$ cat src/rtl/reg_bus_pkg.sv
// reg_bus_pkg: shared request/response types and FSM states for reg_bus_adapter
package reg_bus_pkg;
  localparam int RB_AW = 8;
  localparam int RB_DW = 32;
  localparam int RB_NUM_REGS = 16;
  typedef enum logic [1:0] {IDLE, ACCESS, RESP} reg_bus_state_e;
  typedef struct packed {
    logic [RB_AW-1:0]   addr;
    logic               write;
    logic [RB_DW-1:0]   wdata;
    logic [RB_DW/8-1:0] be;
  } reg_bus_req_t;
  typedef struct packed {
    logic [RB_DW-1:0] rdata;
    logic             err;
  } reg_bus_rsp_t;
endpackage

$ cat src/rtl/reg_bus_adapter.sv
// reg_bus_adapter: valid/ready bus to prim_reg SW port bridge, one strobe per accepted request
import reg_bus_pkg::*;
module reg_bus_adapter #(
  parameter int AW = RB_AW,
  parameter int DW = RB_DW,
  parameter int NUM_REGS = RB_NUM_REGS,
  localparam int IW = $clog2(NUM_REGS)
) (
  input  logic          clk_i,
  input  logic          rst_i,
  input  logic          req_valid_i,
  output logic          req_ready_o,
  input  logic [AW-1:0] req_addr_i,
  input  logic          req_write_i,
  input  logic [DW-1:0] req_wdata_i,
  input  logic [DW/8-1:0] req_be_i,
  output logic          rsp_valid_o,
  input  logic          rsp_ready_i,
  output logic [DW-1:0] rsp_rdata_o,
  output logic          rsp_err_o,
  output logic          reg_we_o,
  output logic          reg_re_o,
  output logic [IW-1:0] reg_idx_o,
  output logic [DW-1:0] reg_wdata_o,
  input  logic [DW-1:0] reg_rdata_i,
  input  logic          reg_error_i
);
  localparam int OB = $clog2(DW/8);
  localparam logic [AW-OB:0] NR = (AW-OB+1)'(NUM_REGS);
  reg_bus_state_e state_q, state_d;
  reg_bus_req_t req_q, req_d;
  reg_bus_rsp_t rsp_q, rsp_d;
  logic accept, dec_err, acc_err;
  // Decode error is a pure function of the latched request, so it is evaluated from req_q
  always_comb begin
    accept = req_valid_i & req_ready_o;
    dec_err = (|req_q.addr[OB-1:0]) | ({1'b0, req_q.addr[AW-1:OB]} >= NR) | (req_q.write & ~&req_q.be);
    acc_err = dec_err | reg_error_i;
    state_d = accept ? ACCESS : (state_q == ACCESS) ? RESP : (state_q == RESP && rsp_ready_i) ? IDLE : state_q;
    req_d = accept ? reg_bus_req_t'{addr: req_addr_i, write: req_write_i, wdata: req_wdata_i, be: req_be_i} : req_q;
    rsp_d = (state_q == ACCESS) ? reg_bus_rsp_t'{rdata: (!req_q.write && !acc_err) ? reg_rdata_i : '0, err: acc_err} : rsp_q;
  end
  always_ff @(posedge clk_i or posedge rst_i) begin
    if (rst_i) begin
      state_q <= IDLE;
      req_q <= '0;
      rsp_q <= '0;
    end else begin
      state_q <= state_d;
      req_q <= req_d;
      rsp_q <= rsp_d;
    end
  end
  assign req_ready_o = (state_q == IDLE) & ~rst_i;
  assign rsp_valid_o = state_q == RESP;
  assign rsp_rdata_o = rsp_q.rdata;
  assign rsp_err_o = rsp_q.err;
  assign reg_we_o = (state_q == ACCESS) & req_q.write & ~dec_err;
  assign reg_re_o = (state_q == ACCESS) & ~req_q.write & ~dec_err;
  assign reg_idx_o = req_q.addr[OB+IW-1:OB];
  assign reg_wdata_o = req_q.wdata;
endmodule

$ cat config.mk
export PLATFORM = sky130hd
export DESIGN_NAME = reg_bus_adapter
export DESIGN_NICKNAME = d
export VERILOG_FILES = /design/src/rtl/reg_bus_pkg.sv /design/src/rtl/reg_bus_adapter.sv
export SDC_FILE = /design/constraint.sdc
export NUM_CORES = 1
export LEC_CHECK = 0
export CORE_ASPECT_RATIO = 1.75
export CORE_MARGIN = 2
export CORE_UTILIZATION = 38
export CTS_BUF_LIST = sky130_fd_sc_hd__clkbuf_4 sky130_fd_sc_hd__clkbuf_8
export CTS_CLUSTER_SIZE = 12
export DETAILED_ROUTE_END_ITERATION = 8
export PLACE_DENSITY = 0.8
export SLEW_MARGIN = 20
export SYNTH_ARGS = -nofsm -noshare
export SYNTH_HDL_FRONTEND = slang
export SYNTH_SLANG_ARGS = --single-unit
$ cat constraint.sdc
create_clock -name clk_i -period 2.35 [get_ports clk_i]
set_input_delay 0.235 -clock clk_i [delete_from_list [all_inputs] [get_ports clk_i]]
set_output_delay 0.235 -clock clk_i [all_outputs]
set_load 0.005 [all_outputs]
==> impl_metrics.env <==
export IMPL_dieHeight_um=127
export IMPL_maxSlewHeadroom_pct=68.6
export IMPL_power_density_nw_per_um2=1020
export IMPL_arrival_ps=2030
export IMPL_worst_setup_path_start_kind="flop"
export IMPL_synthXorXnorAreaFrac_pct=0
export IMPL_finalSetupViolations=0
export IMPL_reg2reg_from="state_q[0]$_DFFE_PP0P_"
export IMPL_fmax_mhz=441
export IMPL_start_util_pct=38.5
export IMPL_route_detailed_drc=0
export IMPL_die_w_um=74.4
export IMPL_cts_sinks=80
export IMPL_ir_drop_mv=0.729
export IMPL_drtPass1Iterations=6
export IMPL_rows=45
export IMPL_grt_pass1_vias=2340
export IMPL_syn_to_final_growth_pct=50.2
export IMPL_ys_ff_latch=80
export IMPL_maxSlewViolCount=0
export IMPL_dieArea_um2=9470
export IMPL_synth_area_mux_share_pct=15.0
export IMPL_cts_setup_buffers=0
export IMPL_vias_per_cell=4.70
export IMPL_worst_slack_ps=84.9
export IMPL_worstMarginPinSlew_ps=471
export IMPL_io_pins=155
export IMPL_finalPower_mw=5.07
export IMPL_core_um2=8560
export IMPL_track_usage_pct=16.9
export IMPL_rsz0062_at_grt="false"
export IMPL_crit_type="reg2out"
export IMPL_fin_skew_ps=9.77
export IMPL_yosysUniqueCellTypes=23
export IMPL_grt_pass1_wl_mm=11.9
export IMPL_startpoint="req_q[37]$_DFFE_PP0P_"
export IMPL_via_count=2202
export IMPL_final_antenna_net_count=0
export IMPL_final_common_cell="clkdlybuf4s50_1"
export IMPL_nets=429
export IMPL_wl_mm=7.81
export IMPL_avgRoutedWirePerCell_um=16.7
export IMPL_hold_ws_ps=245
export IMPL_synth_top_family_by_area="multiplexers"
export IMPL_drt_first_iter_violations=101
export IMPL_hpwlAfterDp_mm=5.80
export IMPL_clk_latency_ps=340
export IMPL_synth_nets=306
export IMPL_drive_gt1_share_pct=28.1
export IMPL_antenna_found_initial=0
export IMPL_timing_rr_end="req_q[3]$_DFFE_PP0P_"
export IMPL_reg2regPathDepth=4
export IMPL_leakage_nw=2.12
export IMPL_htreeDepth=3
export IMPL_place_gp_congestion=0.795
export IMPL_synth_area_um2=3300
export IMPL_cts_inserted_buffers=9
export IMPL_synth_simple_area_share_pct=2.50
export IMPL_io_buffers=154
export IMPL_diodes=0
export IMPL_endpoint_kind="primary output"
export IMPL_syn_avg_cell_area_um2=14.7
export IMPL_gr_total_overflow=0
export IMPL_clkTransAtPathRegs_ps=80
export IMPL_seq_area_frac_synth_pct=60.7
export IMPL_grt_max_degree=42
export IMPL_cts_buffer_depth=2
export IMPL_layout_common_cells="152 x clkdlybuf4s50_1, 80 x dfrtp_1, 44 x mux2_2, 28 x a22o_2, 12 x clkbuf_8"
export IMPL_crit_fanout=3
export IMPL_cap_violations=0
export IMPL_cts_root_buf="clkbuf_8"
export IMPL_cts_tree="done"
export IMPL_fin_crit_sh_pct=96.4
export IMPL_pre_cts_slack_ps=153
export IMPL_hold_path_class="in2async"
export IMPL_required_ps=2120
export IMPL_yosysWarnings=0
export IMPL_rrSetupSlack_ps=490
export IMPL_finalHoldViolations=0
export IMPL_setup_tns_ps=0
export IMPL_synth_compound_area_share_pct=10.6
export IMPL_post_route_util_pct=57.9
export IMPL_netlist_instances=224
export IMPL_synth_adder_area_share_pct=0
export IMPL_finalCriticalPeriod_ps=2270
export IMPL_outcome="complete, no violations"
-- worst max path at each step --
stage,endpoint
2_1_floorplan,reg_idx_o[0]$_DFFE_PP0P_
3_3_place_gp,reg_we_o
3_5_place_dp,reg_we_o
4_1_cts,reg_we_o
5_1_grt,reg_we_o
6_report,reg_we_o
-- logic make-up (layout without fill, tap and decap cells) --
kind of cell,Yosys count,count (layout)
AO/OA/AOI/OAI,37,37
buffers and inverters,52,180
flip-flops,80,80
multiplexers,44,44
AND/OR/NAND/NOR,11,11
-- through the flow --
stage | cells | area, um2
6_report | 469 | 4950
5_1_grt | 469 | 4950
4_1_cts | 469 | 4950
3_5_place_dp | 453 | 4720
3_3_place_gp | 453 | 4720
2_1_floorplan | 224 | 3300
-- cells in the mapped netlist, drive strengths merged --
cell     count  area, um2
a21oi        1       5.00
inv          4       15.0
mux2        44        495
nor4         1       21.3
a21o         2       15.0
and2         1       6.26
buf         44        339
nor3         2       10.0
a22o        32        315
o21ai        1       5.00
nor2         1       3.75
nand2b       1       6.26
or2          1       6.26
clkbuf       4       15.0
a2111oi      1       8.76
nor2b        1       6.26
or4          1       11.3
dfrtp       80       2000
nand3        1       5.00
nand4        1       6.26
-- report_power, final --
part           total (mW)  switching, mW  internal, mW
Combinational        1.78          0.550          1.23
Sequential           2.12          0.263          1.86
Clock                1.17          0.463         0.710
Total                5.07           1.28          3.79
-- worst max-delay path, stage by stage, from the launching register on --
cell and delay [ps]:
dfrtp_1 380, or4_4 560, or2_2 320, nor3_1 170, dlygate4sd2_1 250
-- layout make-up --
class / count / area, um2
multi-input combinational: 92 / 928
sequential: 80 / 2000
fill: 718 / 3600
tap: 117 / 146
inverter: 4 / 16.3
clock inverter: 2 / 60.1
timing repair buffer: 160 / 1620
clock buffer: 14 / 180
-- flip-flops by register name, indices dropped and copies added, names as in the netlist --
name,cells
reg_wdata_o,32
rsp_rdata_o,32
req_q,9
rsp_err_o,1
state_q,2
reg_idx_o,4
-- metal layers --
metal / global-route usage [%] / routed length [um]
met5: 0 / 0
met4: 9.14 / 230
met3: 2.29 / 310
met2: 30.8 / 4540
met1: 18.0 / 2730
-- timing repair --
item | CTS | global route
setup endpoints to repair | 2 | 0
endpoints found under the hold margin | 0 | 0
resized for setup | 2 | 0
hold buffers | 0 | 0
Power figures use the tool's default switching activity.
